### config.mk
export PLATFORM = sky130hd
export DESIGN_NAME = pulse_seq_ctrl_flat
export DESIGN_NICKNAME = d
export VERILOG_FILES = /design/src/rtl/pulse_seq_pkg.sv /design/src/rtl/pulse_seq_ctrl_if.sv /design/src/rtl/pulse_ramp.sv /design/src/rtl/pulse_seq_ctrl.sv /design/src/flat_wrapper.sv
export SDC_FILE = /design/constraint.sdc
export NUM_CORES = 1
export LEC_CHECK = 0
export CORE_MARGIN = 5
export CORE_UTILIZATION = 53
export DETAILED_ROUTE_END_ITERATION = 7
export PLACE_DENSITY_LB_ADDON = 0.08
export SLEW_MARGIN = 20
export SYNTH_ARGS = -nofsm -noshare
export SYNTH_HDL_FRONTEND = slang
export SYNTH_SLANG_ARGS = --single-unit
### constraint.sdc
create_clock -name clk -period 11.9 [get_ports clk]
set_input_delay 2.975 -clock clk [delete_from_list [all_inputs] [get_ports clk]]
set_output_delay 2.975 -clock clk [all_outputs]
set_load 0.05 [all_outputs]
### src/rtl/pulse_seq_pkg.sv
// Purpose: shared state encoding and phase codes for the pulse sequencer.
// Latency: n/a (types and constants only).
// Backpressure: n/a.
package pulse_seq_pkg;

    localparam logic [2:0] PH_IDLE  = 3'd0;
    localparam logic [2:0] PH_DELAY = 3'd1;
    localparam logic [2:0] PH_RISE  = 3'd2;
    localparam logic [2:0] PH_HIGH  = 3'd3;
    localparam logic [2:0] PH_FALL  = 3'd4;
    localparam logic [2:0] PH_LOW   = 3'd5;

    // The state code doubles as the externally visible phase code.
    typedef enum logic [2:0] {
        ST_IDLE  = PH_IDLE,
        ST_DELAY = PH_DELAY,
        ST_RISE  = PH_RISE,
        ST_HIGH  = PH_HIGH,
        ST_FALL  = PH_FALL,
        ST_LOW   = PH_LOW
    } state_t;

endpackage

### src/rtl/pulse_seq_ctrl_if.sv
// Purpose: control/config/status bundle between a host and the pulse sequencer.
// Latency: n/a (wires only).
// Backpressure: none; start is a level sampled in IDLE, stop aborts at the next edge.
interface pulse_seq_ctrl_if #(
    parameter int AW = 16,
    parameter int TW = 16
);
    logic          start;
    logic          stop;
    logic [AW-1:0] iv;
    logic [AW-1:0] pv;
    logic [AW-1:0] rise_step;
    logic [AW-1:0] fall_step;
    logic [TW-1:0] t_delay;
    logic [TW-1:0] t_high;
    logic [TW-1:0] t_low;
    logic [AW-1:0] level;
    logic [2:0]    phase;
    logic          busy;
    logic          done;

    modport master (
        output start, stop, iv, pv, rise_step, fall_step, t_delay, t_high, t_low,
        input  level, phase, busy, done
    );

    modport slave (
        input  start, stop, iv, pv, rise_step, fall_step, t_delay, t_high, t_low,
        output level, phase, busy, done
    );
endinterface

### src/rtl/pulse_ramp.sv
// Purpose: one saturating ramp step of level toward target (up or down); step 0 jumps to target.
// Latency: combinational.
// Backpressure: n/a.
module pulse_ramp #(
    parameter int AW = 16
) (
    input  logic          up,
    input  logic [AW-1:0] level,
    input  logic [AW-1:0] step,
    input  logic [AW-1:0] target,
    output logic [AW-1:0] nxt,
    output logic          hit
);
    logic [AW:0] sum;
    logic [AW:0] lo_lim;

    // Sums carry one extra bit so a large step saturates instead of wrapping.
    always_comb begin
        sum    = {1'b0, level} + {1'b0, step};
        lo_lim = {1'b0, target} + {1'b0, step};
        nxt    = target;
        if (up) begin
            if ((step != '0) && (sum < {1'b0, target})) begin
                nxt = sum[AW-1:0];
            end
        end else begin
            if ((step != '0) && ({1'b0, level} > lo_lim)) begin
                nxt = level - step;
            end
        end
        hit = (nxt == target);
    end
endmodule

### src/rtl/pulse_seq_ctrl.sv
// Purpose: delay/rise/high/fall(/low) pulse sequencer; PULSE_SEQ_REPEAT_EN makes it free-run through LOW.
// Latency: start sampled in IDLE -> DELAY/RISE on that edge; all outputs registered.
// Backpressure: start ignored while busy; stop aborts to IDLE on the next edge and wins over start.
module pulse_seq_ctrl
    import pulse_seq_pkg::*;
#(
    parameter int AW = 16,
    parameter int TW = 16
) (
    input  logic            clk,
    input  logic            rst,
    pulse_seq_ctrl_if.slave bus
);
    state_t        state_q, state_d;
    logic [AW-1:0] level_q, level_d;
    logic [TW-1:0] cnt_q, cnt_d;
    logic          busy_q, done_q, done_d;
    logic          load_cfg;

    logic [AW-1:0] iv_q, pv_q, rs_q, fs_q;
    logic [TW-1:0] th_q;
`ifdef PULSE_SEQ_REPEAT_EN
    logic [TW-1:0] tl_q;
`endif

    logic          ramp_up;
    logic [AW-1:0] ramp_nxt;
    logic          ramp_hit;

    assign ramp_up = (state_q == ST_RISE);

    pulse_ramp #(.AW(AW)) u_ramp (
        .up     (ramp_up),
        .level  (level_q),
        .step   (ramp_up ? rs_q : fs_q),
        .target (ramp_up ? pv_q : iv_q),
        .nxt    (ramp_nxt),
        .hit    (ramp_hit)
    );

    // Next-state logic; the shared down-counter is loaded with N-1 so a phase lasts exactly N cycles.
    always_comb begin
        state_d  = state_q;
        level_d  = level_q;
        cnt_d    = cnt_q;
        done_d   = 1'b0;
        load_cfg = 1'b0;
        case (state_q)
            ST_IDLE: begin
                if (bus.start && !bus.stop) begin
                    load_cfg = 1'b1;
                    level_d  = bus.iv;
                    if (bus.t_delay != '0) begin
                        state_d = ST_DELAY;
                        cnt_d   = bus.t_delay - TW'(1);
                    end else begin
                        state_d = ST_RISE;
                    end
                end
            end
            ST_DELAY: begin
                if (cnt_q == '0) state_d = ST_RISE;
                else             cnt_d   = cnt_q - TW'(1);
            end
            ST_RISE: begin
                level_d = ramp_nxt;
                if (ramp_hit) begin
                    if (th_q != '0) begin
                        state_d = ST_HIGH;
                        cnt_d   = th_q - TW'(1);
                    end else begin
                        state_d = ST_FALL;
                    end
                end
            end
            ST_HIGH: begin
                if (cnt_q == '0) state_d = ST_FALL;
                else             cnt_d   = cnt_q - TW'(1);
            end
            ST_FALL: begin
                level_d = ramp_nxt;
                if (ramp_hit) begin
`ifdef PULSE_SEQ_REPEAT_EN
                    if (tl_q != '0) begin
                        state_d = ST_LOW;
                        cnt_d   = tl_q - TW'(1);
                    end else begin
                        state_d = ST_RISE;
                    end
`else
                    state_d = ST_IDLE;
                    done_d  = 1'b1;
`endif
                end
            end
            ST_LOW: begin
`ifdef PULSE_SEQ_REPEAT_EN
                if (cnt_q == '0) state_d = ST_RISE;
                else             cnt_d   = cnt_q - TW'(1);
`else
                state_d = ST_IDLE;
`endif
            end
            default: state_d = ST_IDLE;
        endcase
        // Abort from any busy state: back to the initial level, no completion pulse.
        if ((state_q != ST_IDLE) && bus.stop) begin
            state_d = ST_IDLE;
            level_d = iv_q;
            done_d  = 1'b0;
        end
    end

    // State, level, counter and latched configuration registers.
    always_ff @(posedge clk) begin
        if (rst) begin
            state_q <= ST_IDLE;
            level_q <= '0;
            cnt_q   <= '0;
            busy_q  <= 1'b0;
            done_q  <= 1'b0;
            iv_q    <= '0;
            pv_q    <= '0;
            rs_q    <= '0;
            fs_q    <= '0;
            th_q    <= '0;
`ifdef PULSE_SEQ_REPEAT_EN
            tl_q    <= '0;
`endif
        end else begin
            state_q <= state_d;
            level_q <= level_d;
            cnt_q   <= cnt_d;
            busy_q  <= (state_d != ST_IDLE);
            done_q  <= done_d;
            if (load_cfg) begin
                iv_q <= bus.iv;
                pv_q <= bus.pv;
                rs_q <= bus.rise_step;
                fs_q <= bus.fall_step;
                th_q <= bus.t_high;
`ifdef PULSE_SEQ_REPEAT_EN
                tl_q <= bus.t_low;
`endif
            end
        end
    end

    assign bus.level = level_q;
    assign bus.phase = state_q;
    assign bus.busy  = busy_q;
    assign bus.done  = done_q;
endmodule

### src/flat_wrapper.sv
// flat-port wrapper written by rule: the top's interface ports become plain ports
module pulse_seq_ctrl_flat import pulse_seq_pkg::*;
#(
    parameter int AW = 16,
    parameter int TW = 16
)
  (clk, rst, bus_start, bus_stop, bus_iv, bus_pv, bus_rise_step, bus_fall_step, bus_t_delay, bus_t_high, bus_t_low, bus_level, bus_phase, bus_busy, bus_done);
  pulse_seq_ctrl_if #(.AW(AW), .TW(TW)) bus_i ();
  input  logic clk;
  input  logic rst;
  input wire logic [$bits(bus_i.start)-1:0] bus_start;
  input wire logic [$bits(bus_i.stop)-1:0] bus_stop;
  input wire logic [$bits(bus_i.iv)-1:0] bus_iv;
  input wire logic [$bits(bus_i.pv)-1:0] bus_pv;
  input wire logic [$bits(bus_i.rise_step)-1:0] bus_rise_step;
  input wire logic [$bits(bus_i.fall_step)-1:0] bus_fall_step;
  input wire logic [$bits(bus_i.t_delay)-1:0] bus_t_delay;
  input wire logic [$bits(bus_i.t_high)-1:0] bus_t_high;
  input wire logic [$bits(bus_i.t_low)-1:0] bus_t_low;
  output wire logic [$bits(bus_i.level)-1:0] bus_level;
  output wire logic [$bits(bus_i.phase)-1:0] bus_phase;
  output wire logic [$bits(bus_i.busy)-1:0] bus_busy;
  output wire logic [$bits(bus_i.done)-1:0] bus_done;
  assign bus_i.start = bus_start;
  assign bus_i.stop = bus_stop;
  assign bus_i.iv = bus_iv;
  assign bus_i.pv = bus_pv;
  assign bus_i.rise_step = bus_rise_step;
  assign bus_i.fall_step = bus_fall_step;
  assign bus_i.t_delay = bus_t_delay;
  assign bus_i.t_high = bus_t_high;
  assign bus_i.t_low = bus_t_low;
  assign bus_level = bus_i.level;
  assign bus_phase = bus_i.phase;
  assign bus_busy = bus_i.busy;
  assign bus_done = bus_i.done;
  pulse_seq_ctrl #(.AW(AW), .TW(TW)) u_core (.clk(clk), .rst(rst), .bus(bus_i));
endmodule
==> run metrics <==
outcome=complete, no violations; global-route wire length before repair=52,700 microns; area share of the largest cell type after synthesis=0.238; CTS tree=built; clock root buffer=clkbuf_16; PortBufs=120; Die Width=146 microns; Max-Cap Viols=0; H-tree levels=4; # clock sinks=117; final hold vios=0; initial antenna violation count=0; fmax=104 MHz; All-Layer GR Usage=0.305; DPL Wire Length=24,700 microns; Synth cell types=76; largest net degree at the start of global routing=94; Vias per Instance=6.18; Synth Net Count=1,565; area of the multi-input gates=6940 sq um; clk_skew=14.2 ps; Hold Buf Count CTS=0; Area Growth Syn to Fin=18.8%; Worst R2R Path Depth=32; FF/Latch Area=2340 sq um; share of cells above drive strength 1=0.0593; Final Cycle Share=0.809; flop2flop setup slack=2270 ps; Clock transition at path regs=60 ps; worst slew pin tran=1070 ps; reg2reg end=u_core.bus.busy; flops & latches, synth=117; Tot Pwr=2.57 mW; Post-synth EDFFs=0; FILL cells=1,689; non-filler cells, final=1,680; vias in the first global route=9,863; IO Pins=137; antenna-violating nets left=0; CP startpoint kind=flop; Crit path largest cell delay=750 ps; CP Max Fanout=39; worst skew pair latency=430 ps; Final Cell Area=11,700 sq um; area of the mapped netlist=9830 sq um; reg2reg start=u_core.bus.phase[1]; WS Path Type=flop to flop; Starting Density=0.544; DRT iter0 DRCs=693; most common cell in the synthesized netlist=nand2_1; Final #Nets=1,633; Max Slew Vio Count=0; Commonest cells post-synth=297 x nand2_1, 148 x a21oi_1, 117 x dfxtp_1, 76 x ha_1, 69 x nor2_1; ys async rst share=0; CP endpoint kind=flop; CP dominant cell by count=o21a_1; syn_area_per_cell=7.18 sq um; Final setup viols=0; slew margin rel.=0.286; Initial DRT Pass Iterations=5; diodes inserted=0; CTS buffer count=17; slowest CP cell=nor2_2; Routed WL per cell=19.9 microns; grt ovf=0; Hold Path Sink=u_core.rs_q[9]; Synth area leader=dfxtp_1; pwr dens=220 nW/um^2; Routability Congestion=0.932; RSZ-0062 raised after global routing=no; crit path DAT=9940 ps; die span in y=146 microns; synth warn=0; Mapped Cells=1,370; maximum buffer depth of the clock tree=2; VDD IR-drop max=0.136 mV; worst min path class=flop to flop; DRC=0; Core Region=18,100 sq um; hold depth=2; Leak=4.65 nW; row cnt=49; CP required=12,200 ps; Final min period=9630 ps; post-route setup TNS=0 ps; placed instance area=11,100 sq um; sequential fraction of the synthesis area=0.238; largest cells by area after synthesis=dfxtp_1 24%, nand2_1 11%, ha_1 9.7%, a21oi_1 7.5%, xnor2_1 3.7%; Placed Cells=1,648; Post-CTS Setup Bufs=0; post-CTS resize count=0; Worst Hold Launch=u_core.rs_q[9]; Main synth FF type=dfxtp_1; via count=10,400; die area=21,400 sq um; Post-Route WL=33,500 microns
-- how the worst max path moves through the flow --
| stage | start | to | slack [ps] |
|---|---|---|---|
| after floorplan | u_core.bus.phase[1] | u_core.bus.busy | 3700 |
| after global placement | u_core.bus.phase[1] | u_core.bus.busy | 2630 |
| after detailed placement | u_core.bus.phase[1] | u_core.bus.busy | 2510 |
| after CTS | u_core.bus.phase[1] | u_core.bus.busy | 2460 |
| after global routing | u_core.bus.phase[1] | u_core.bus.busy | 1930 |
| final | u_core.bus.phase[1] | u_core.bus.busy | 2270 |
-- stage by stage --
stage / util / worst slack, ps / hold WS (ps)
after floorplan: - / 3700 / 446
after global placement: 0.614 / 2630 / 459
after detailed placement: 0.614 / 2510 / 462
after CTS: 0.646 / 2460 / 470
after global routing: 0.646 / 1930 / 503
final: 0.646 / 2270 / 473
-- report_power, final --
part	leakage [nW]	total [mW]	internal, mW	switching (mW)
clock network	0.290	0.519	0.297	0.222
registers	0.958	0.533	0.452	0.0804
logic	3.40	1.51	0.568	0.945
-- cells by family (layout without fill, tap and decap cells) --
kind of cell,Yosys count,count (layout),share of synthesized area
fa+ha+maj,80,80,0.104
mux,26,26,0.0271
buf+inv,144,225,0.0580
flops,117,117,0.238
simple gates,557,557,0.258
xor+xnor,71,71,0.0662
compound gates,375,375,0.248
-- sequential cells by signal (all words and copies together), names as in the netlist --
signal and flops:
u_core.fs_q 16, u_core.bus.level 16, u_core.th_q 16, u_core.cnt_q 16, u_core.bus.busy 1, u_core.bus.done 1, u_core.iv_q 16, u_core.bus.phase 3
u_core.rs_q 16, u_core.pv_q 16
-- final cells by class --
type,instances,share of cell area
inverter,58,0.0186
clock inverter,15,0.0134
multi-input combinational,1109,0.594
timing repair buffer,135,0.112
tap,229,0.0245
clock buffer,17,0.0364
sequential,117,0.200
-- cell usage in the layout (no fill, tap or decap), types with 10 or more instances in the layout --
| cell | instances |
|---|---|
| a211oi_1 | 12 |
| a21o_1 | 16 |
| a21oi_1 | 148 |
| a22oi_1 | 16 |
| a311oi_1 | 10 |
| buf_4 | 16 |
| clkbuf_16 | 17 |
| clkdlybuf4s50_1 | 119 |
| dfxtp_1 | 117 |
| ha_1 | 76 |
| inv_1 | 58 |
| mux2i_1 | 21 |
| nand2_1 | 297 |
| nand2b_1 | 12 |
| nand3_1 | 33 |
| nand4_1 | 13 |
| nor2_1 | 68 |
| nor3_1 | 36 |
| nor4_1 | 31 |
| o211ai_1 | 14 |
| o21ai_0 | 62 |
| or2_2 | 11 |
| or3_1 | 11 |
| xnor2_1 | 42 |
| xor2_1 | 27 |
-- worst max-delay path: cells and delay by family (launching register included) --
family,cells,cell delay (ps)
buffers and inverters,3,870
DFF,1,600
AOI/OAI and AO/OA,15,3350
and+or+nand+nor,10,3360
adders and majority gates,3,980
muxes,1,310
-- per-layer routing --
| layer | vias to the layer above | GRT usage | share of wire |
|---|---|---|---|
| met5 | - | 0 | 0 |
| met4 | 0 | 0.138 | 0.038 |
| met3 | 77 | 0.0576 | 0.070 |
| met2 | 430 | 0.491 | 0.45 |
| met1 | 4850 | 0.396 | 0.44 |
| li1 | 5024 | - | - |
Power figures use the tool's default switching activity.
